[src/rtl/cplx_mm_sequencer_pkg.sv]
// cplx_mm_sequencer_pkg: shared constants, FSM encodings and index type for the complex matmul sequencer
`ifndef CPLX_MM_MACRO_V
`define CPLX_MM_MACRO_V
`define WORD_LEN 16
`ifndef MATRIX_DIM
`define MATRIX_DIM 2
`endif
`define REAL_SET 1'b1
`define IMAG_SET (~`REAL_SET)
`define ST_IDLE 3'd0
`define ST_ISSUE 3'd1
`define ST_WAIT 3'd2
`define ST_WRITE 3'd3
`define ST_DONE 3'd4
`endif
package cplx_mm_sequencer_pkg;
  localparam int DIM = `MATRIX_DIM;
  localparam int IDX_W = (DIM > 2) ? $clog2(DIM) : 1;
  typedef logic [IDX_W-1:0] idx_t;
  localparam idx_t IDX_LAST = idx_t'(DIM - 1);
  localparam logic REAL_SET = `REAL_SET;
  localparam logic IMAG_SET = `IMAG_SET;
  localparam logic [2:0] S_IDLE = `ST_IDLE;
  localparam logic [2:0] S_ISSUE = `ST_ISSUE;
  localparam logic [2:0] S_WAIT = `ST_WAIT;
  localparam logic [2:0] S_WRITE = `ST_WRITE;
  localparam logic [2:0] S_DONE = `ST_DONE;
endpackage

[src/rtl/cplx_mm_idx_cnt.sv]
// cplx_mm_idx_cnt: row-major row/col element counter with last-element flag
module cplx_mm_idx_cnt
  import cplx_mm_sequencer_pkg::*;
(
  input  logic clk,
  input  logic rst,
  input  logic i_clr,
  input  logic i_adv,
  output idx_t o_row,
  output idx_t o_col,
  output logic o_last
);
  idx_t r_row, r_col;
  logic w_wrap;
  assign w_wrap = r_col == IDX_LAST;
  assign o_last = (r_row == IDX_LAST) && w_wrap;
  assign o_row = r_row;
  assign o_col = r_col;
  always_ff @(posedge clk) begin
    if (rst || i_clr) begin
      r_row <= '0;
      r_col <= '0;
    end else if (i_adv && !o_last) begin
      r_col <= w_wrap ? '0 : r_col + 1'b1;
      r_row <= w_wrap ? r_row + 1'b1 : r_row;
    end
  end
endmodule

[src/rtl/cplx_mm_sequencer.sv]
// cplx_mm_sequencer: REAL/IMAG two-pass sequencer for C=A*B; CPLX_MM_PERF_CNT_EN adds cycle_cnt
module cplx_mm_sequencer
  import cplx_mm_sequencer_pkg::*;
(
  input  logic clk,
  input  logic rst,
  input  logic start,
  input  logic abort,
  output logic busy,
  output logic done,
  output logic sel_state,
  output idx_t row_idx,
  output idx_t col_idx,
  output logic mac_valid,
  input  logic mac_ready,
  output logic mac_sub,
  input  logic mac_done,
  output logic wr_en,
  output logic wr_part
`ifdef CPLX_MM_PERF_CNT_EN
  , output logic [31:0] cycle_cnt
`endif
);
  logic [2:0] r_state, w_nstate;
  logic r_sel, w_nsel;
  logic w_start, w_clr, w_adv, w_last;
  always_comb begin
    w_start = (r_state == S_IDLE) && start && !abort;
    w_clr = abort || w_start;
    w_adv = (r_state == S_WRITE) && (r_sel == IMAG_SET) && !abort;
    w_nstate = abort ? S_IDLE :
               (r_state == S_IDLE) ? (start ? S_ISSUE : S_IDLE) :
               (r_state == S_ISSUE) ? (mac_ready ? S_WAIT : S_ISSUE) :
               (r_state == S_WAIT) ? (mac_done ? S_WRITE : S_WAIT) :
               (r_state == S_WRITE) ? ((r_sel == IMAG_SET && w_last) ? S_DONE : S_ISSUE) :
               S_IDLE;
    w_nsel = w_clr ? REAL_SET : (r_state == S_WRITE) ? ~r_sel : r_sel;
  end
  always_ff @(posedge clk) begin
    if (rst) begin
      r_state <= S_IDLE;
      r_sel <= REAL_SET;
    end else begin
      r_state <= w_nstate;
      r_sel <= w_nsel;
    end
  end
  cplx_mm_idx_cnt u_idx (
    .clk(clk),
    .rst(rst),
    .i_clr(w_clr),
    .i_adv(w_adv),
    .o_row(row_idx),
    .o_col(col_idx),
    .o_last(w_last)
  );
  assign busy = (r_state == S_ISSUE) || (r_state == S_WAIT) || (r_state == S_WRITE);
  assign done = (r_state == S_DONE) && !abort && !rst;
  assign wr_en = (r_state == S_WRITE) && !abort && !rst;
  assign wr_part = wr_en ? r_sel : 1'b0;
  assign sel_state = r_sel;
  assign mac_valid = r_state == S_ISSUE;
  assign mac_sub = mac_valid && (r_sel == REAL_SET);
`ifdef CPLX_MM_PERF_CNT_EN
  logic [31:0] r_cnt;
  always_ff @(posedge clk) begin
    if (rst) r_cnt <= '0;
    else if (w_start) r_cnt <= 32'd1;
    else if (busy && !(&r_cnt)) r_cnt <= r_cnt + 32'd1;
  end
  assign cycle_cnt = r_cnt;
`endif
endmodule
[config.mk]
export PLATFORM = sky130hd
export DESIGN_NAME = cplx_mm_sequencer
export DESIGN_NICKNAME = d
export VERILOG_FILES = /design/src/rtl/cplx_mm_sequencer_pkg.sv /design/src/rtl/cplx_mm_idx_cnt.sv /design/src/rtl/cplx_mm_sequencer.sv
export SDC_FILE = /design/constraint.sdc
export NUM_CORES = 1
export LEC_CHECK = 0
export CAP_MARGIN = 20
export CORE_AREA = 8 8 45 47
export DETAILED_ROUTE_END_ITERATION = 12
export DIE_AREA = 0 0 53 55
export PLACE_DENSITY_LB_ADDON = 0.15
export SLEW_MARGIN = 20
export SYNTH_ARGS = -nofsm -noshare
export SYNTH_HDL_FRONTEND = slang
export SYNTH_SLANG_ARGS = --single-unit
[constraint.sdc]
create_clock -name clk -period 1.25 [get_ports clk]
set_input_delay 0.3125 -clock clk [delete_from_list [all_inputs] [get_ports clk]]
set_output_delay 0.3125 -clock clk [all_outputs]
set_load 0.1 [all_outputs]
* After elaboration in Yosys (flattened, before gate mapping) *
Cells that the tools add are included.

word-level totals
  output and inout bits = 9
  bits in registers = 6
  input port bits = 6
  word-level logic and storage cells = 44

operators by class
  eq/ne operators = 4
  multiplexer cells = 10
  reduce and logical (&&, ||, !) cells = 23
  bitwise operators = 1
  add/subtract/negate cells = 2

operator list
  cell                                                                    count
  3-bit two-way mux                                                       5
  1-bit logical AND                                                       12
  3-bit by 2-bit equality test with 1-bit output (second input constant)  2
  1-bit logical OR                                                        4
  1-bit two-way mux                                                       4
  2-bit OR reduction                                                      2
  3-bit by 1-bit equality test with 1-bit output (second input constant)  1
  3-bit equality test (second input constant)                             1
  1-bit logical NOT                                                       3
  3-bit logical NOT                                                       1
  1-bit adder (second input constant)                                     2
  2-bit two-way mux                                                       1
  2-bit AND reduction                                                     1
  1-bit inverter                                                          1

* Logic depth before layout (Yosys ltp) *
Gate-level depths: netlist of the first run.

  depth in word-level cells = 7
  mapped depth = 4

* Cells and area by module *
A second synthesis of the first run with hierarchy kept.

unflattened totals
  cells, all modules = 41
  area, all modules = 367.9 um^2

modules (own cells, without submodules)
  module             sequential area each (um^2)  area an instance (um^2)  cells each  times used
  cplx_mm_sequencer  80.1                         285.3                    33          1
  cplx_mm_idx_cnt    40.0                         82.6                     8           1

* Least setup slack after synthesis of the first run *
OpenSTA, ideal clock, no wires.

  kind = flip-flop to output port
  start = register r_sel (netlist: sel_state)
  end = output wr_part
  path slack = -3.191 ns
  data arrival time = 4.129 ns
  cell stages (with the launch flop) = 3
  path through = dfxtp_1 inv_1 nor4_1

between the ends
  cells in the longest elaborated chain, start to end = 1

ends and longest elaborated chain
  what                      RTL line                 text
  start: declaration        cplx_mm_sequencer.sv:25  logic r_sel, w_nsel;
  start signal: assignment  cplx_mm_sequencer.sv:45  r_sel <= w_nsel;
  1-bit two-way mux         cplx_mm_sequencer.sv:60  assign wr_part = wr_en ? r_sel : 1'b0;
  end: declaration          cplx_mm_sequencer.sv:19  output logic wr_part

No other way between the ends.

* Final worst setup path of the first run *
  start = register r_state[2]
  end = output wr_part

between the ends
  cells in the longest elaborated chain, start to end = 4

ends and longest elaborated chain
  what                                            RTL line                 text
  start: declaration                              cplx_mm_sequencer.sv:24  logic [2:0] r_state, w_nstate;
  start signal: assignment                        cplx_mm_sequencer.sv:44  r_state <= w_nstate;
  3-bit by 2-bit equality test with 1-bit output  cplx_mm_sequencer.sv:59  assign wr_en = (r_state == S_WRITE) && !abort && !rst;
  1-bit logical AND (2 in series)                 cplx_mm_sequencer.sv:59
  1-bit two-way mux                               cplx_mm_sequencer.sv:60

No other way between the ends.

==> results of run 1 <==
placed cells by master (no fill, tap or decap), types with 2 or more instances in the layout:
master                            count
sky130_fd_sc_hd__buf_4               13
sky130_fd_sc_hd__buf_12               9
sky130_fd_sc_hd__dfxtp_2              5
sky130_fd_sc_hd__buf_6                4
sky130_fd_sc_hd__clkbuf_4             3
sky130_fd_sc_hd__nor2_4               2
sky130_fd_sc_hd__nand3b_1             2
sky130_fd_sc_hd__inv_1                2
sky130_fd_sc_hd__nor2_1               2
sky130_fd_sc_hd__and3_1               2
sky130_fd_sc_hd__nand2b_1             2
sky130_fd_sc_hd__clkdlybuf4s50_1      2
per-layer routing:
metal  vias up  track usage
li1        206            -
met1       201        0.101
met2        12        0.145
met3         2       0.0401
met4         0       0.0517
met5         -            0
cell type report:
cell class / instances / area [um2]
flip-flops and latches: 6 / 130
well taps: 16 / 20.0
multi-input cells: 29 / 292
inverters: 2 / 7.51
clock buffers: 4 / 26.3
fillers: 113 / 539
repair buffers: 31 / 369
worst paths after layout:
kind                endpoint
hold reg to reg   r_state[2]
setup reg to reg  r_state[1]
hold / removal    r_state[1]
setup / recovery     wr_part
worst max-delay path, stage by stage, from the launching register on:
cell,delay (ns)
sky130_fd_sc_hd__dfxtp_2,0.31
sky130_fd_sc_hd__nand3b_1,0.27
sky130_fd_sc_hd__nor4_4,0.25
sky130_fd_sc_hd__buf_12,0.21
kinds of logic (layout without fill, tap and decap cells):
kind of cell,after synthesis,in the layout,synth area share
simple gates,22,22,0.411
flops,6,6,0.362
compound gates,5,5,0.113
buf+inv,3,37,0.0566
xor+xnor,1,1,0.0264
mux,1,1,0.0302
timing repair:
item | 4_1_cts | 5_1_grt
resized for setup | 11 | 9
setup buffers | 3 | 1
endpoints found under the setup margin | 11 | 10
pin swaps | 3 | 2
registers in the layout, indices dropped and copies added (netlist names):
name,flops
u_idx.o_col,1
sel_state,1
r_state,3
u_idx.o_row,1
report_power, final:
part / internal, mW / switching [mW]
combinational: 0.0754 / 0.0836
sequential: 0.192 / 0.00206
clock: 0.121 / 0.0724
per-stage QoR:
stage / hold WS (ns) / worst slack (ns)
final: 0.482 / -0.355
after global routing: 0.469 / -0.410
after CTS: 0.521 / -0.361
after detailed placement: 0.521 / -0.532
after global placement: 0.521 / -0.509
after floorplan: 0.396 / -0.842
==> results.env, run 1 <==
RUN_STATUS='finished, violations left'
VIOLATIONS='negative setup slack'
HP-START='abort'
FIRST_GLOBAL_VIAS=445
SYNTH_NETS=44
SYNTHESIS.INSTANCES=38
SETUP.WORST_PATH.START_CLASS='flip-flop'
PLACEMENT.IO_BUFFERS=14
RR_WORST_DEPTH=4
ROUTEDLENGTHMET1_UM=503
FINALCLOCKSKEW_NS=0.00553
YOSYSSEQAREASHARE=0.362
FINALCRITPERIODSHARE=1.28
POST-SYNTH-TOP-COUNT-CELL='sky130_fd_sc_hd__dfxtp_1'
GRT_UTIL_ALL_LAYERS=0.0914
ROUTED_WIRELENGTH_MM=1.16
AREA_DELTA_SYNTH_FINAL_PCT=155
WIRE_LENGTH_OF_THE_FIRST_GLOBAL_ROUTING_PASS_MM=1.97
SLEW_VIOLATIONS=0
SYNTH.TOP_CELLS.BY_AREA='sky130_fd_sc_hd__dfxtp_1 (36%), sky130_fd_sc_hd__and3_1 (5.7%), sky130_fd_sc_hd__nor2_1 (5.7%)'
POST_DP_CELL_AREA_UM2=739
R2R_SLACK_NS=0.03
POST-PLACE-CELLS=82
AVGROUTEDWIREPERCELL_UM=13.2
YS_ASYNC_SR_FRACTION=0
NUMBER_OF_FLOPS_MAPPED_TO_ENABLE_CELLS_BY_YOSYS=0
IO_PINS=15
FINALSETUPTNS_NS=-1.77
MAXIMUM_ROOT_TO_SINK_BUFFER_COUNT=2
MAXUSEDROUTINGLAYER='met4'
CRITPATHKIND='reg2out'
YOSYS_REGISTER_BITS=6
DIE_WIDTH_UM=53
GR-TOTAL-OVERFLOW=0
INITIAL_UTILIZATION=0.240
POST_SYNTH_INSTANCE_AREA_UM2=332
DRTANTENNAVIOLNETS=0
CLK_LATENCY_NS=0.24
FINAL.MIN_CLOCK_PERIOD_NS=1.60
SYNTHFLOPTYPE='sky130_fd_sc_hd__dfxtp_1'
REPORT.FINAL.SETUP_VIOL=6
INITIALDRTVIOLATIONCOUNT=7
MAXIMUM_NUMBER_OF_PINS_ON_ONE_NET_BEFORE_GLOBAL_ROUTE_REPAIR=6
CTS_TREE='yes'
ANTENNA_CELLS=0
MET2ROUTEDLENGTH_UM=579
CRITICAL_PATH.ENDPOINT_TYPE='primary output'
LAYOUT.CELLS.NON_FILLER=88
DP_HPWL_UM=870
NETLIST.TOP_CELL.BY_AREA='sky130_fd_sc_hd__dfxtp_1'
COREAREA_UM2=1380
PLACE_CONGESTION=0.706
TRITONCTS_NUM_SINKS=6
VIAS_PER_CELL=4.78
NUMBER_OF_ROWS_IN_THE_CORE_AREA=14
CLOCK_TRANSITION_AT_THE_REGISTER_CLOCK_PINS_ON_THE_WORST_SETUP_AND_HOLD_PATHS_AFTER_CTS_NS=0.05
REQUIRED_TIME_WORST_ENDPOINT_NS=0.94
SYNTH_CELL_TYPE_COUNT=22
DETAIL_ROUTE.FIRST_PASS.ITERATIONS=4
NNETSFINAL=79
CTS_INSERTED_BUFFERS=3
POSTSYNTHAREAPERCELL_UM2=8.73
CTS.HOLD.BUFFERS_ADDED=0
MAX_SLEW_HEADROOM_AT_THE_WORST_PIN=0.820
TOTAL_POWER_mW=0.547
DRT_DRC_VIOLATIONS_LEFT=0
RSZ_0062_RAISED_AFTER_GLOBAL_ROUTING='yes'
WHS_PATH_DEPTH=3
MIN_PATH_TYPE='in2reg'
CP_MAX_FO=3
CHIPHEIGHT_UM=55
WORST-ENDPOINT-ARRIVAL_NS=1.29
POWER_LEAKAGE_nW=0.358
SYNTH_COMMON_CELLS='sky130_fd_sc_hd__dfxtp_1 (6), sky130_fd_sc_hd__nor2_1 (5), sky130_fd_sc_hd__and3_1 (3)'
WORST_SETUP_PATH_STARTPOINT='r_state[2]'
FINAL_CORE_UTILIZATION=0.610
FINAL_LAYOUT_SIZE_SUFFIX_GT1_FRAC=0.694
ANTENNA_FOUND_INITIAL=0
FP.DIEAREA_UM2=2920
FINALHOLDVIOLCOUNT=0
CTS.ROOT.BUFFER_CELL='sky130_fd_sc_hd__clkbuf_4'
SYNTH_TOP_AREA_SHARE=0.362
MAX_SLEW.WORST_PIN.SLEW_NS=0.266
CELLPOWERDENSITY_nW_PER_UM2=648
MAX_CLOCK_FREQ_MHz=623
MAX_VDD_DROP_mV=0.442
WORSTREG2REGSTART='r_state[0]'
LAYOUT.CELL_AREA.NON_FILLER_UM2=845
MET3ROUTEDLENGTH_UM=66
VIAS=421
SETUP_WS_NS=-0.355
CLOCK_TREE.HTREE_LEVEL_COUNT=1
MAX-CAP-VIOLATIONS=0
YOSYS_WARNINGS=0
No activity file was read; power rests on OpenSTA's default activity.
==> inputs of run 2 (changes only) <==
REMOVE_ABC_BUFFERS = 1   (was unset)
==> run 2 against run 1 <==
  * The flow still finishes with violations (negative setup slack)
  * Combinational power shrank 11%
  * Die area is the same
  * Worst setup slack lost 0.023 ns
  * First-iteration DRC count shrank 57%
  * Register-to-register slack is essentially flat
  * Hold slack gained 0.083 ns
  * Global-route usage shrank 1.6 points
  * Count of clock-buffer cells in the layout shrank 1
  * Sequential power is essentially flat
  * Power shrank 5.7%
  * Clock power shrank 9%
  * Via count shrank 3.6%
==> results.env, run 2 (synthesis results as in run 1) <==
LAYOUT_COMMONEST_CELL='sky130_fd_sc_hd__buf_4'  # unchanged
LARGEST_REGISTER_FFS=3  # unchanged
CLK_LATENCY_NS=0.24  # about the same
FINALHOLDVIOLCOUNT=0  # unchanged
NUMBER_OF_ROWS_IN_THE_CORE_AREA=14  # unchanged
ANTENNA_CELLS=0  # unchanged
FINAL_LAYOUT_SIZE_SUFFIX_GT1_FRAC=0.606  # was 0.694
PLACEMENT.IO_BUFFERS=14  # unchanged
INITIAL_UTILIZATION=0.240  # unchanged
CHIPHEIGHT_UM=55  # unchanged
SETUP_WS_NS=-0.378  # was -0.355 ns
TRITONCTS_NUM_SINKS=6  # unchanged
DRTANTENNAVIOLNETS=0  # unchanged
MAX_VDD_DROP_mV=0.520  # was 0.442 mV
MULTI_INPUT_GATE_AREA_IN_THE_FINAL_LAYOUT_UM2=248  # was 292 um2
FP.DIEAREA_UM2=2920  # unchanged
POST_DP_CELL_AREA_UM2=676  # was 739 um2
CLOCK_TRANSITION_AT_THE_REGISTER_CLOCK_PINS_ON_THE_WORST_SETUP_AND_HOLD_PATHS_AFTER_CTS_NS=0.04  # was 0.05 ns
FIRST_GLOBAL_VIAS=390  # was 445
FINALCLOCKSKEW_NS=0.000683  # was 0.00553 ns
NNETSFINAL=79  # unchanged
GR-TOTAL-OVERFLOW=0  # unchanged
FINALSETUPTNS_NS=-1.55  # was -1.77 ns
REQUIRED_TIME_WORST_ENDPOINT_NS=0.94  # about the same
WIRE_LENGTH_OF_THE_FIRST_GLOBAL_ROUTING_PASS_MM=1.62  # was 1.97 mm
VIAS=406  # was 421
CLOCK_POWER_SHARE=0.342  # was 0.354
VIOLATIONS='negative setup slack'  # unchanged
SETUP.WORST_PATH.START_CLASS='flip-flop'  # unchanged
INTPOWER_mW=0.368  # was 0.389 mW
AVGROUTEDWIREPERCELL_UM=12.3  # was 13.2 um
CRITPATHKIND='reg2out'  # unchanged
CP_MAX_FO=3  # unchanged
GRT_UTIL_ALL_LAYERS=0.0755  # was 0.0914
FINAL.MIN_CLOCK_PERIOD_NS=1.63  # was 1.60 ns
LAYOUT.CELL_AREA.NON_FILLER_UM2=788  # was 845 um2
MAXIMUM_ROOT_TO_SINK_BUFFER_COUNT=2  # unchanged
MAX-CAP-VIOLATIONS=0  # unchanged
R2R_SLACK_NS=0.03  # about the same
RSZ_0062_RAISED_AFTER_GLOBAL_ROUTING='yes'  # unchanged
POWER.SHARE.SWITCHING=0.286  # was 0.289
MAX_FLOP_REGISTER='r_state'  # unchanged
PLACE_CONGESTION=0.668  # was 0.706
CTS_TREE='yes'  # unchanged
CLOCK_TREE.HTREE_LEVEL_COUNT=1  # unchanged
SLEW_VIOLATIONS=0  # unchanged
MAX_SLEW_HEADROOM_AT_THE_WORST_PIN=0.793  # was 0.820
DP_HPWL_UM=803  # was 870 um
IO_PINS=15  # unchanged
INITIALDRTVIOLATIONCOUNT=3  # was 7
MIN_PATH_TYPE='reg2reg'  # was in2reg
TOTAL_SWITCHING_POWER_mW=0.148  # was 0.158 mW
RUN_STATUS='finished, violations left'  # unchanged
DIE_WIDTH_UM=53  # unchanged
TOTAL_POWER_mW=0.516  # was 0.547 mW
WORST-ENDPOINT-ARRIVAL_NS=1.32  # was 1.29 ns
ANTENNA_FOUND_INITIAL=0  # unchanged
REPORT.FINAL.SETUP_VIOL=6  # unchanged
FINALCRITPERIODSHARE=1.30  # was 1.28
CELLPOWERDENSITY_nW_PER_UM2=654  # was 648 nW/um2
DRT_DRC_VIOLATIONS_LEFT=0  # unchanged
AREA_DELTA_SYNTH_FINAL_PCT=138  # was 155%
VIAS_PER_CELL=4.67  # was 4.78
FILLERS=124  # was 113
POWER_LEAKAGE_nW=0.333  # was 0.358 nW
COMBINATIONALPOWERSHARE=0.276  # was 0.291
MAX_SLEW.WORST_PIN.SLEW_NS=0.309  # was 0.266 ns
REGISTER_AREA_UM2=124  # was 130 um2
TOP_LIBRARY_CELLS_BY_USAGE_IN_THE_LAYOUT_FILL_AND_TAPS_ASIDE='sky130_fd_sc_hd__buf_4 (14), sky130_fd_sc_hd__buf_12 (9)'  # was sky130_fd_sc_hd__buf_4 (13), sky130_fd_sc_hd__buf_12 (9), sky130_fd_sc_hd__dfxtp_2 (5)
CTS.ROOT.BUFFER_CELL='sky130_fd_sc_hd__clkbuf_4'  # unchanged
PWR-SHARE-SEQ=0.382  # was 0.356
MAXIMUM_NUMBER_OF_PINS_ON_ONE_NET_BEFORE_GLOBAL_ROUTE_REPAIR=7  # was 6
ROUTED_WIRELENGTH_MM=1.07  # was 1.16 mm
COREAREA_UM2=1380  # unchanged
CTS_INSERTED_BUFFERS=3  # unchanged
DETAIL_ROUTE.FIRST_PASS.ITERATIONS=2  # was 4
MAX_CLOCK_FREQ_MHz=614  # was 623 MHz
CRITICAL_PATH.ENDPOINT_TYPE='primary output'  # unchanged
## run 2: worst paths after layout
check                                  from         end  depth (start not counted)
worst max-delay path             r_state[2]     wr_part                          4
worst min-delay path            u_idx.o_row  r_state[2]                          1
worst max register to register   r_state[1]  r_state[0]                          5
worst min register to register  u_idx.o_row  r_state[2]                          1
## run 2: critical path: stages (launching register included)
cell                       delay, ns
sky130_fd_sc_hd__dfxtp_2        0.32
sky130_fd_sc_hd__nand3b_1       0.23
sky130_fd_sc_hd__nor4_2         0.20
sky130_fd_sc_hd__buf_4          0.17
sky130_fd_sc_hd__buf_12         0.16
## run 2: layer usage
| layer | up-vias | GRT usage | part of all wire |
|---|---|---|---|
| met5 | - | 0 | 0 |
| met4 | 0 | 0.0129 | 0 |
| met3 | 0 | 0.0535 | 0.064 |
| met2 | 10 | 0.121 | 0.49 |
| met1 | 188 | 0.0808 | 0.45 |
| li1 | 208 | - | - |
## run 2: what timing repair did
| action | CTS | global route |
|---|---|---|
| pin swaps | 2 | 2 |
| hold buffers | 0 | 0 |
| gates resized for setup | 13 | 7 |
| buffers inserted | 3 | 0 |
| hold endpoints to repair | 0 | 0 |
| endpoints found under the setup margin | 10 | 11 |
## run 2: layout make-up
class / instances / area share
clock buffer: 3 / 0.0286
inverter: 2 / 0.00952
sequential: 6 / 0.157
multi-input combinational: 29 / 0.314
tap: 16 / 0.0254
timing repair buffer: 31 / 0.465
## run 2: power by group through the flow
| stage | registers (mW) | clock network (mW) | logic (mW) |
|---|---|---|---|
| 6_report | 0.197 | 0.176 | 0.142 |
| 5_1_grt | 0.197 | 0.197 | 0.149 |
| 4_1_cts | 0.197 | 0.185 | 0.135 |
| 3_5_place_dp | 0.199 | 0 | 0.127 |
| 3_3_place_gp | 0.199 | 0 | 0.127 |
| 2_1_floorplan | 0.201 | 0 | 0.0586 |
## run 2: metrics by stage
step / worst slack [ns] / hold slack, ns / util / instances
floorplan: -3.19 / 0.396 / - / 37
global placement: -0.526 / 0.565 / 0.488 / 81
detailed placement: -0.540 / 0.567 / 0.488 / 81
CTS: -0.391 / 0.571 / 0.546 / 87
global route: -0.432 / 0.596 / 0.570 / 87
finish: -0.378 / 0.564 / 0.570 / 87
